$ cat src/rtl/ex_div_unit.sv
// rtl/ex_div_unit.sv - iterative 32-bit restoring divider with EX bypass bus and valid/ready output
module ex_div_unit (
  input  logic        clk,
  input  logic        resetn,
  input  logic        flush,
  input  logic        in_valid,
  output logic        in_ready,
  input  logic        in_signed,
  input  logic        in_rem,
  input  logic [31:0] in_src1,
  input  logic [31:0] in_src2,
  input  logic [4:0]  in_rf_waddr,
  input  logic        in_rf_we,
  output logic        out_valid,
  input  logic        out_ready,
  output logic [31:0] out_result,
  output logic [4:0]  out_rf_waddr,
  output logic        out_rf_we,
  output logic [39:0] ex_bypass_bus
);

  localparam int EX_BYPASS_LEN = 40;

  typedef enum logic [1:0] {
    S_IDLE = 2'd0,
    S_CALC = 2'd1,
    S_DONE = 2'd2
  } state_t;

  state_t      state_q, state_d;
  logic [4:0]  cnt_q;
  logic [32:0] rem_q;      // partial remainder
  logic [31:0] dvd_q;      // dividend bits shift out the top, quotient bits shift in the bottom
  logic [31:0] dvs_q;      // divisor magnitude
  logic        sq_q;       // negate quotient at the end
  logic        sr_q;       // negate remainder at the end
  logic        rem_sel_q;
  logic [4:0]  waddr_q;
  logic        we_q;

  logic        accept;
  logic        out_fire;
  logic [32:0] shifted;
  logic        step_ge;
  logic [32:0] step_diff;
  logic [31:0] abs1;
  logic [31:0] abs2;
  logic [31:0] quo_fix;
  logic [31:0] rem_fix;
  logic [31:0] result;

  // Handshakes, one restoring step, operand magnitudes and the sign fixup
  always_comb begin
    in_ready  = (state_q == S_IDLE) | ((state_q == S_DONE) & out_ready);
    out_valid = (state_q == S_DONE);
    accept    = in_valid & in_ready & ~flush;
    out_fire  = out_valid & out_ready;

    shifted   = {rem_q[31:0], dvd_q[31]};
    step_ge   = (shifted >= {1'b0, dvs_q});
    step_diff = shifted - {1'b0, dvs_q};

    abs1 = (in_signed & in_src1[31]) ? (~in_src1 + 32'd1) : in_src1;
    abs2 = (in_signed & in_src2[31]) ? (~in_src2 + 32'd1) : in_src2;

    quo_fix = sq_q ? (~dvd_q + 32'd1) : dvd_q;
    rem_fix = sr_q ? (~rem_q[31:0] + 32'd1) : rem_q[31:0];
    result  = (state_q == S_DONE) ? (rem_sel_q ? rem_fix : quo_fix) : 32'd0;
  end

  // Next-state: flush always wins and returns to IDLE
  always_comb begin
    state_d = state_q;
    case (state_q)
      S_IDLE: if (accept) state_d = S_CALC;
      S_CALC: if (cnt_q == 5'd31) state_d = S_DONE;
      S_DONE: begin
        if (accept)        state_d = S_CALC;
        else if (out_fire) state_d = S_IDLE;
      end
      default: state_d = S_IDLE;
    endcase
    if (flush) state_d = S_IDLE;
  end

  // State register
  always_ff @(posedge clk or negedge resetn) begin
    if (!resetn) state_q <= S_IDLE;
    else         state_q <= state_d;
  end

  // Datapath: load operands on accept, otherwise iterate while in CALC
  always_ff @(posedge clk or negedge resetn) begin
    if (!resetn) begin
      cnt_q     <= 5'd0;
      rem_q     <= 33'd0;
      dvd_q     <= 32'd0;
      dvs_q     <= 32'd0;
      sq_q      <= 1'b0;
      sr_q      <= 1'b0;
      rem_sel_q <= 1'b0;
      waddr_q   <= 5'd0;
      we_q      <= 1'b0;
    end else if (accept) begin
      cnt_q     <= 5'd0;
      rem_q     <= 33'd0;
      dvd_q     <= abs1;
      dvs_q     <= abs2;
      sq_q      <= in_signed & (in_src1[31] ^ in_src2[31]);
      sr_q      <= in_signed & in_src1[31];
      rem_sel_q <= in_rem;
      waddr_q   <= in_rf_waddr;
      we_q      <= in_rf_we;
    end else if (state_q == S_CALC) begin
      cnt_q <= cnt_q + 5'd1;
      rem_q <= step_ge ? step_diff : shifted;
      dvd_q <= {dvd_q[30:0], step_ge};
    end
  end

  // Result and bypass outputs
  always_comb begin
    out_result    = result;
    out_rf_waddr  = waddr_q;
    out_rf_we     = we_q;
    ex_bypass_bus = {waddr_q, we_q & (state_q != S_IDLE), (state_q == S_CALC), 1'b0, result};
  end

endmodule

$ cat config.mk
export PLATFORM = sky130hd
export DESIGN_NAME = ex_div_unit
export DESIGN_NICKNAME = d
export VERILOG_FILES = /design/src/rtl/ex_div_unit.sv
export SDC_FILE = /design/constraint.sdc
export NUM_CORES = 1
export LEC_CHECK = 0
export CAP_MARGIN = 10
export CORE_MARGIN = 4
export CORE_UTILIZATION = 45
export CTS_BUF_LIST = sky130_fd_sc_hd__clkbuf_4 sky130_fd_sc_hd__clkbuf_8
export CTS_CLUSTER_DIAMETER = 200
export CTS_CLUSTER_SIZE = 14
export DETAILED_ROUTE_END_ITERATION = 16
export PLACE_DENSITY = 0.79
export SKIP_LAST_GASP = 1
export SYNTH_ARGS = -nofsm -noshare
export SYNTH_HDL_FRONTEND = slang
export SYNTH_SLANG_ARGS = --single-unit
$ cat constraint.sdc
create_clock -name clk -period 4.65 [get_ports clk]
set_clock_uncertainty 0.1 [all_clocks]
set_input_delay 0.6975 -clock clk [delete_from_list [all_inputs] [get_ports clk]]
set_output_delay 0.6975 -clock clk [all_outputs]
set_load 0.02 [all_outputs]
; Yosys cells after proc, flatten, opt, wreduce, memory -nomap -nowiden
; Cells that the tools add are included.
[totals]
reg_bits = 112
[classes]
add_sub_neg = 6
order_cmp = 1
eq_ne = 6
mux = 19
bitwise_logic = 14
n_reduce_logical = 4
[op_table]
columns = cell, n
row1 = 32-bit two-way mux, 11
row2 = 32-bit by 1-bit adder with 32-bit output (second input constant), 4
row3 = 32-bit inverter, 4
row4 = 33-bit by 32-bit >= comparator with 1-bit output, 1
row5 = 32-bit subtractor, 1
row6 = 2-bit two-way mux, 5
row7 = 5-bit two-way mux, 2
row8 = 1-bit bitwise AND, 7
row9 = 2-bit one-hot mux with 3 select lines, 1
row10 = 5-bit by 1-bit adder with 5-bit output (second input constant), 1
row11 = 5-bit equality test (second input constant), 1
row12 = 4-bit by 2-bit != test with 1-bit output (second input constant), 1
row13 = 2-bit nonzero test, 2
row14 = 3-bit by 2-bit != test with 1-bit output (second input constant), 1
row15 = 3-bit != test (second input constant), 1
row16 = 3-bit AND reduction, 1
row17 = 2-bit by 1-bit equality test with 1-bit output (second input constant), 1
row18 = 2-bit equality test (second input constant), 1
row19 = 2-bit logical NOT, 1
row20 = 1-bit inverter, 1
row21 = 1-bit bitwise OR, 1
row22 = 1-bit XOR, 1

; Depth between registers and ports, before layout
; Gate-level depths: netlist of run 1.
[logic_depth]
word_depth = 8
ltp_mapped = 13
ltp_nobuf = 13

; Least setup slack after synthesis of run 1
; Ideal clock, no wire load.
[synth_path]
path_type = register to output
start = register rem_q[6]
end = output port out_result[31]
t_arrival_ns = 3.735
required_ns = 3.853
setup_slack_ns = 0.117
stages_incl_launch_ff = 11
n_path_buf = 1
cell_sequence = dfrtp_1 -> or4_4 -> or3_4 -> or3_4 -> or2_4 -> or4_4 -> or4_4 -> o41ai_4 -> xor2_1 -> o22ai_1 -> buf_4
[synth_via]
elab_chain_cells = 5
[synth_rtl]
columns = element, line_no
row1 = from (decl), 32  ; logic [32:0] rem_q;
row2 = from (signal assigned), 116  ; rem_q <= step_ge ? step_diff : shifted;
row3 = 32-bit inverter, 67  ; rem_fix = sr_q ? (~rem_q[31:0] + 32'd1) : rem_q[31:0];
row4 = 32-bit by 1-bit adder with 32-bit output, 67
row5 = 32-bit two-way mux, 67
row6 = 32-bit two-way mux (2 in a row), 68  ; result = (state_q == S_DONE) ? (rem_sel_q ? rem_fix : quo_fix) : 32'd0;
row7 = to (decl), 16  ; output logic [31:0] out_result,
; Every way passes these cells.

; Worst setup path in the final report of run 1
[layout_path]
start = register rem_q[6]
end = output port ex_bypass_bus[25]
[layout_via]
elab_chain_cells = 5
[layout_rtl]
columns = element, line_no
row1 = 32-bit inverter, 67
row2 = 32-bit by 1-bit adder with 32-bit output, 67
row3 = 32-bit two-way mux, 67
row4 = 32-bit two-way mux (2 in a row), 68
row5 = to (decl), 19  ; output logic [39:0] ex_bypass_bus
; Every way passes these cells.

==> results.json, run 1 <==
{
  "outcome": "finished with violations",
  "violated_checks": "setup timing",
  "r2r-end": "rem_q[28]$_DFFE_PN0P_",
  "detail_route.wirelength_um": 27120,
  "place.detailed.instances": 1546,
  "core_area_sq_mm": 0.02049,
  "yosysSeqAreaShare_pct": 29.60,
  "static-leakage-power_nw": 4.849,
  "drt-initial-drc-count": 689,
  "grt_max_degree": 63,
  "crit_arrival_ns": 4.03,
  "comb_power_share_pct": 59.7,
  "clock_path_buffers": 2,
  "final-max-slew-violation-count": 0,
  "power.switching_fraction_pct": 47.51,
  "totalNegativeSetupSlack_ns": -1.141,
  "worst_path_largest_cell_delay_ns": 0.53,
  "detail_route.wl_per_cell_um": 17.33,
  "synthesis.nets": 1299,
  "sequential_standard_cell_area_sq_mm": 0.002803,
  "finalCriticalPeriod_ns": 4.825,
  "synth_seq_cells": 112,
  "nNetsFinal": 1406,
  "worstMarginPinSlew_ns": 0.9659,
  "post_layout_nonfiller_instances": 1565,
  "timing.critical_path.from": "rem_q[6]$_DFFE_PN0P_",
  "synthMostInstantiatedCell": "sky130_fd_sc_hd__o21ai_0",
  "timing.reg2reg.worst_path_depth": 14,
  "drt_pre_antenna_iters": 5,
  "irDropWorstVdd_uv": 227.4,
  "worst-endpoint-required_ns": 3.85,
  "critical_path.cell_chain": "or4_4 -> or3_4 -> or3_4 -> or2_4 -> or4_4 -> or4_4 -> nand2_1 -> xor2_1 -> o22ai_1 -> clkdlybuf4s15_2",
  "worst_r2r_startpoint": "dvd_q[31]$_DFFE_PN0P_",
  "cpMostUsedCell": "sky130_fd_sc_hd__or4_4",
  "endpoint": "ex_bypass_bus[25]",
  "ys.warnings.count": 0,
  "edff_count_synth": 0,
  "global_route.usage.total_pct": 22.25,
  "htree_levels": 3,
  "placement_rows": 52,
  "num_antenna_cells": 0,
  "synth_area_per_cell_sq_um": 8.003,
  "fmax_ghz": 0.2073,
  "worst_path_max_delay_cell": "sky130_fd_sc_hd__or4_4",
  "share_seq_of_total_power_pct": 28.9,
  "hold_path_class": "in -> async",
  "clock-root-buffer": "sky130_fd_sc_hd__clkbuf_8",
  "post-dp-hpwl_um": 20740,
  "antenna_found_initial": 0,
  "register_to_register_path_setup_slack_ns": 0.82,
  "starting_density_pct": 46.20,
  "first_pass_grt_wire_length_um": 43730,
  "timing.critical_path.fanout_max": 4,
  "multi_input_comb_area_sq_mm": 0.005963,
  "post-layout-total-power_mw": 5.561,
  "number_of_maximum_capacitance_violations": 0,
  "power_density_mw_per_mm2": 490.9,
  "max_slew_margin_pct": 35.60,
  "post-synth-top-area-fraction_pct": 29.60,
  "report.final.hold_viol_count": 0,
  "rsz0062_at_grt": "true",
  "postCtsHoldBufs": 0,
  "p_switching_mw": 2.642,
  "num_vias": 9077,
  "setup.worst_path.end_class": "output pin",
  "drtAntennaViolNets": 0,
  "synthesis.area_sq_mm": 0.009468,
  "share_of_synthesized_registers_carrying_an_async_set_or_reset_pct": 100.0,
  "detail_route.vias_per_cell": 5.800,
  "setup_ws_ns": -0.1751,
  "synth.distinct_cells": 65,
  "first_global_vias": 8636,
  "worstSetupPathType": "reg -> out",
  "postSynth.topFlopCell": "sky130_fd_sc_hd__dfrtp_1",
  "drc": 0,
  "port-buffer-count": 155,
  "worstSetupStartpointType": "flip-flop",
  "fp.dieArea_sq_mm": 0.02342,
  "synthDominantAreaCellType": "sky130_fd_sc_hd__dfrtp_1",
  "floorplan_die_height_um": 153.1,
  "io_pins": 157,
  "finalCritPeriodShare_pct": 103.8,
  "synth_common_cells": "sky130_fd_sc_hd__o21ai_0 (142), sky130_fd_sc_hd__nand2_1 (132), sky130_fd_sc_hd__dfrtp_1 (112)",
  "fill_cells": 1924,
  "cts.clk_slew.worst_paths_ns": 0.13,
  "cts_sinks": 112,
  "cts_tree": "built",
  "internal_power_of_the_cells_mw": 2.919,
  "netlist_instances": 1183,
  "gp_congestion": 0.8902,
  "clkPwrFrac_pct": 11.3,
  "flow.area_growth_from_synthesis_pct": 19.65,
  "die_x_um": 153.1,
  "clkLatencyLatePin_ns": 0.41,
  "ys_top_cells_by_area": "sky130_fd_sc_hd__dfrtp_1 (30%), sky130_fd_sc_hd__o21ai_0 (7.5%), sky130_fd_sc_hd__xor2_1 (7.3%)",
  "final-setup-viol-count": 10,
  "post_route_cells_drive_above_1_share_pct": 8.803,
  "globalRoute.totalOverflow": 0,
  "cts-buffers-inserted": 9
}
power groups by stage:
stage               clock (mW)  combinational (mW)  sequential [mW]
floorplan                    0                2.36             1.56
global placement             0                3.20             1.60
detailed placement           0                3.25             1.61
CTS                      0.640                3.28             1.59
global route             0.676                3.69             1.65
finish                   0.629                3.32             1.61
sequential cells by signal (all words and copies together) (netlist names):
name,cells
sq_q,1
dvs_q,32
out_rf_waddr,5
sr_q,1
state_q,2
rem_q,32
cnt_q,5
dvd_q,32
rem_sel_q,1
out_rf_we,1
through the flow:
| stage | util, % | hold WS, ns | area, sq um | setup slack, ns |
|---|---|---|---|---|
| 2_1_floorplan | - | 0.3019 | 9468 | 0.1171 |
| 3_3_place_gp | 54.20 | 0.3636 | 11110 | -0.1307 |
| 3_5_place_dp | 54.20 | 0.3698 | 11110 | -0.1682 |
| 4_1_cts | 55.30 | 0.1830 | 11330 | -0.1796 |
| 5_1_grt | 55.27 | 0.2129 | 11330 | -0.2690 |
| 6_report | 55.27 | 0.1813 | 11330 | -0.1751 |
how the worst min path moves through the flow:
stage / startpoint / to / slack [ns]
6_report: resetn / dvs_q[23]$_DFFE_PN0P_ / 0.18
5_1_grt: resetn / dvs_q[23]$_DFFE_PN0P_ / 0.21
4_1_cts: resetn / cnt_q[0]$_DFFE_PN0P_ / 0.18
3_5_place_dp: dvs_q[16]$_DFFE_PN0P_ / dvs_q[16]$_DFFE_PN0P_ / 0.37
3_3_place_gp: dvs_q[11]$_DFFE_PN0P_ / dvs_q[11]$_DFFE_PN0P_ / 0.36
2_1_floorplan: resetn / cnt_q[0]$_DFFE_PN0P_ / 0.30
critical path: cells and delay by family, from the launching register on:
family / cells / cell delay (ns)
simple gates: 7 / 2.57
flops: 1 / 0.40
buf+inv: 1 / 0.31
compound gates: 1 / 0.27
xor+xnor: 1 / 0.08
cells by family after synthesis:
logic type / share of synthesized area, %
AOI/OAI and AO/OA: 25.45
and+or+nand+nor: 16.97
xor gates and xnor gates: 13.60
other: 0.03961
adders and majority gates: 5.233
buffers and inverters: 8.154
muxes: 0.9515
DFF: 29.60
what timing repair did:
item | 4_1_cts | 5_1_grt
setup endpoints to repair | 34 | 26
buffers inserted | 3 | 0
gates resized for setup | 71 | 35
pin swaps | 1 | 1
routing by layer:
metal | track usage, % | share of wire [%]
met1 | 29.88 | 45
met2 | 37.05 | 47
met3 | 3.223 | 4.8
met4 | 7.213 | 2.4
met5 | 0 | 0
cells in the final DEF, fill, tap and decap left out, drive strengths merged, types with 4 or more instances in the layout:
cell and count:
xor2 79, and3 9, dlygate4sd2 11, clkdlybuf4s15 4, a31oi 10, o41ai 14, nand2 133, a211oi 26
nor2 76, dfrtp 112, or2 7, o21bai 7, ha 38, buf 52, clkinv 5, a21oi 68
inv 57, nor4 9, or3 19, nand3 12, a22oi 31, and2 8, or4 18, nand4 7
o31ai 26, nor2b 4, o21ai 142, mux2i 9, a21o 20, clkbuf 18, o22ai 9, xnor2 68
nor3 17, clkdlybuf4s50 122, nand2b 6, a32oi 10
layout make-up:
class,count,area share (%)
clock buffers,9,1.093
clock inverters,7,0.8505
inverters,55,1.822
multi-input cells,914,52.64
flip-flops and latches,112,24.74
well taps,270,2.982
repair buffers,198,15.87
(Power assumes the default switching activity.)
==> run 2: changes to the inputs <==
- GPL_ROUTABILITY_DRIVEN: unset -> 0
==> run 2 against run 1 <==
The run still ends with setup timing left. Sequential share of layout area is essentially flat. Cell count is 0.19% lower. Clock power is 2% higher. Critical path depth unchanged. Worst setup slack worse by 0.10 ns. Total power about the same. Count of clock-buffer cells in the layout unchanged. Sequential power is essentially flat. Global-route usage is 0.17 points lower. Largest cell class unchanged.
==> results.json, run 2 (synthesis results as in run 1) <==
{
  "outcome": "finished with violations",
  "violated_checks": "setup timing",
  "core_area_sq_mm": 0.02049,
  "reg_top3": "dvd_q: 32 flops, dvs_q: 32 flops, rem_q: 32 flops",
  "io_pins": 157,
  "dr_wl_met2_um": 13110,
  "drt_pre_antenna_iters": 5,
  "register_to_register_path_setup_slack_ns": 0.76,
  "cts_sinks": 112,
  "power_density_mw_per_mm2": 491.3,
  "worst-endpoint-required_ns": 3.85,
  "detail_route.vias_per_cell": 5.910,
  "cts-buffers-inserted": 9,
  "setup.worst_path.end_class": "output pin",
  "drtAntennaViolNets": 0,
  "post_route_cells_drive_above_1_share_pct": 8.591,
  "fmax_ghz": 0.2030,
  "post_layout_nonfiller_instances": 1562,
  "worstMarginPinSlew_ns": 0.9691,
  "drt-initial-drc-count": 775,
  "layout.cells.most_common": "sky130_fd_sc_hd__o21ai_0",
  "placement_rows": 52,
  "fp.dieArea_sq_mm": 0.02342,
  "clock-root-buffer": "sky130_fd_sc_hd__clkbuf_8",
  "irDropWorstVdd_uv": 254.4,
  "place.detailed.instances": 1542,
  "static-leakage-power_nw": 4.863,
  "clock_path_buffers": 2,
  "timing.critical_path.fanout_max": 4,
  "post-dp-hpwl_um": 20610,
  "rsz0062_at_grt": "true",
  "cts_tree": "built",
  "htree_levels": 3,
  "setup_ws_ns": -0.2764,
  "num_antenna_cells": 0,
  "cts.clk_slew.worst_paths_ns": 0.12,
  "pre_cts_slack_ns": -0.1715,
  "final-setup-viol-count": 12,
  "global_route.usage.total_pct": 22.09,
  "fin_util_pct": 55.25,
  "worst_path_max_delay_cell": "sky130_fd_sc_hd__or4_4",
  "hold_path_class": "in -> async",
  "crit_arrival_ns": 4.13,
  "uppermost_signal_routing_layer_after_detailed_routing": "met4",
  "critical_path.top_delay_family": "simple AND/OR/NAND/NOR gates",
  "final_cell_mix": "sky130_fd_sc_hd__o21ai_0 (141), sky130_fd_sc_hd__nand2_1 (132), sky130_fd_sc_hd__clkdlybuf4s50_1 (122), sky130_fd_sc_hd__dfrtp_1 (112), sky130_fd_sc_hd__xor2_1 (79)",
  "worst_path_largest_cell_delay_ns": 0.55,
  "critical_path.cell_chain": "or4_4 -> or3_4 -> or3_4 -> or2_4 -> or4_4 -> or4_4 -> o41ai_4 -> xor2_1 -> o22ai_2 -> clkdlybuf4s18_2",
  "post-layout-total-power_mw": 5.564,
  "detail_route.wl_per_cell_um": 17.35,
  "antenna_found_initial": 0,
  "worstPathBufferInverterCount": 1,
  "clkLatencyLatePin_ns": 0.41,
  "flow.area_growth_from_synthesis_pct": 19.60,
  "starting_density_pct": 46.20,
  "worstSetupPathType": "reg -> out",
  "worstSetupStartpointType": "flip-flop",
  "die_x_um": 153.1,
  "timing.reg2reg.worst_path_depth": 13,
  "nNetsFinal": 1403,
  "grt_max_degree": 93,
  "finalCriticalPeriod_ns": 4.926,
  "worst_r2r_startpoint": "dvd_q[31]$_DFFE_PN0P_",
  "cpMostUsedCell": "sky130_fd_sc_hd__or4_4",
  "globalRoute.totalOverflow": 0,
  "met1_length_um": 11500,
  "wl_met3_um": 1771,
  "port-buffer-count": 155,
  "max_slew_margin_pct": 35.39,
  "r2r-end": "rem_q[28]$_DFFE_PN0P_",
  "postCtsHoldBufs": 0,
  "num_vias": 9231,
  "detail_route.wirelength_um": 27110,
  "first_pass_grt_wire_length_um": 43550,
  "number_of_maximum_capacitance_violations": 0,
  "floorplan_die_height_um": 153.1,
  "report.final.hold_viol_count": 0,
  "final-max-slew-violation-count": 0,
  "fill_cells": 1910,
  "first_global_vias": 8804,
  "drc": 0,
  "finalCritPeriodShare_pct": 105.9
}
[run 2: cell count changes in the layout (fill, tap and decap cells not counted), moves of 2 or more]
cell                              delta
sky130_fd_sc_hd__buf_4               -5
sky130_fd_sc_hd__clkdlybuf4s15_2     +2
sky130_fd_sc_hd__dlygate4sd2_1       -6
sky130_fd_sc_hd__dlymetal6s2s_1      +3
sky130_fd_sc_hd__inv_6               +2
sky130_fd_sc_hd__o21ai_0             +4
sky130_fd_sc_hd__o21ai_1             -3
[run 2: layout make-up]
type,count,area [sq um],area share [%]
Inverter,55,206.4,1.823
Clock buffer,9,123.9,1.094
Clock inverter,7,93.84,0.8287
Timing Repair Buffer,195,1799,15.89
Sequential cell,112,2803,24.75
Tap cell,270,337.8,2.983
Multi-Input combinational cell,914,5959,52.63
[run 2: worst max-delay path by stage]
stage	slack, ns	end	cells after the start	startpoint
finish	-0.28	ex_bypass_bus[31]	10	rem_q[6]$_DFFE_PN0P_
floorplan	0.12	out_result[31]	10	rem_q[6]$_DFFE_PN0P_
CTS	-0.27	ex_bypass_bus[31]	10	rem_q[6]$_DFFE_PN0P_
global route	-0.34	ex_bypass_bus[31]	10	rem_q[5]$_DFFE_PN0P_
global placement	-0.14	ex_bypass_bus[31]	10	rem_q[6]$_DFFE_PN0P_
detailed placement	-0.17	out_result[27]	10	rem_q[6]$_DFFE_PN0P_
[run 2: repair_timing]
item	in CTS	in global routing
resized for setup	71	31
setup endpoints to repair	34	31
setup buffers	2	2
pin swaps	1	1
[run 2: where the power goes]
part | total, mW | switching [mW] | leakage [nW] | internal, mW
combinational | 3.31 | 1.88 | 3.34 | 1.43
clock | 0.643 | 0.419 | 0.108 | 0.224
sequential | 1.61 | 0.361 | 1.42 | 1.25
total | 5.56 | 2.66 | 4.86 | 2.90
[run 2: worst register-to-register path, stage by stage (launching register included)]
cell                       delay, ns
sky130_fd_sc_hd__dfrtp_1        0.45
sky130_fd_sc_hd__inv_1          0.14
sky130_fd_sc_hd__ha_1           0.19
sky130_fd_sc_hd__inv_1          0.06
sky130_fd_sc_hd__fa_1           0.43
sky130_fd_sc_hd__a211o_1        0.31
sky130_fd_sc_hd__a21oi_1        0.21
sky130_fd_sc_hd__o21ai_0        0.29
sky130_fd_sc_hd__a311oi_1       0.52
sky130_fd_sc_hd__o21ai_0        0.34
sky130_fd_sc_hd__a221oi_1       0.39
sky130_fd_sc_hd__xnor2_1        0.16
sky130_fd_sc_hd__mux2i_1        0.08
sky130_fd_sc_hd__o21ai_0        0.15
[run 2: metal layers]
metal,GRT usage [%],vias up
met2,37.52,359
met4,7.340,0
met1,28.83,4411
met3,3.421,61
li1,-,4400
met5,0,-
[run 2: stage by stage]
stage               TNS, ns  cell area (sq um)  hold slack [ns]
floorplan                 0               9468           0.3019
global placement    -0.7719              11080           0.3623
detailed placement   -1.050              11080           0.3714
CTS                  -1.657              11300           0.2757
global route         -3.397              11320           0.3149
finish               -1.470              11320           0.2538
==> run 3: changes to the inputs <==
- HOLD_SLACK_MARGIN: unset -> 0.06
==> results of run 3 <==
Same layout as run 2: the final DEF is identical, and so are final timing and power.
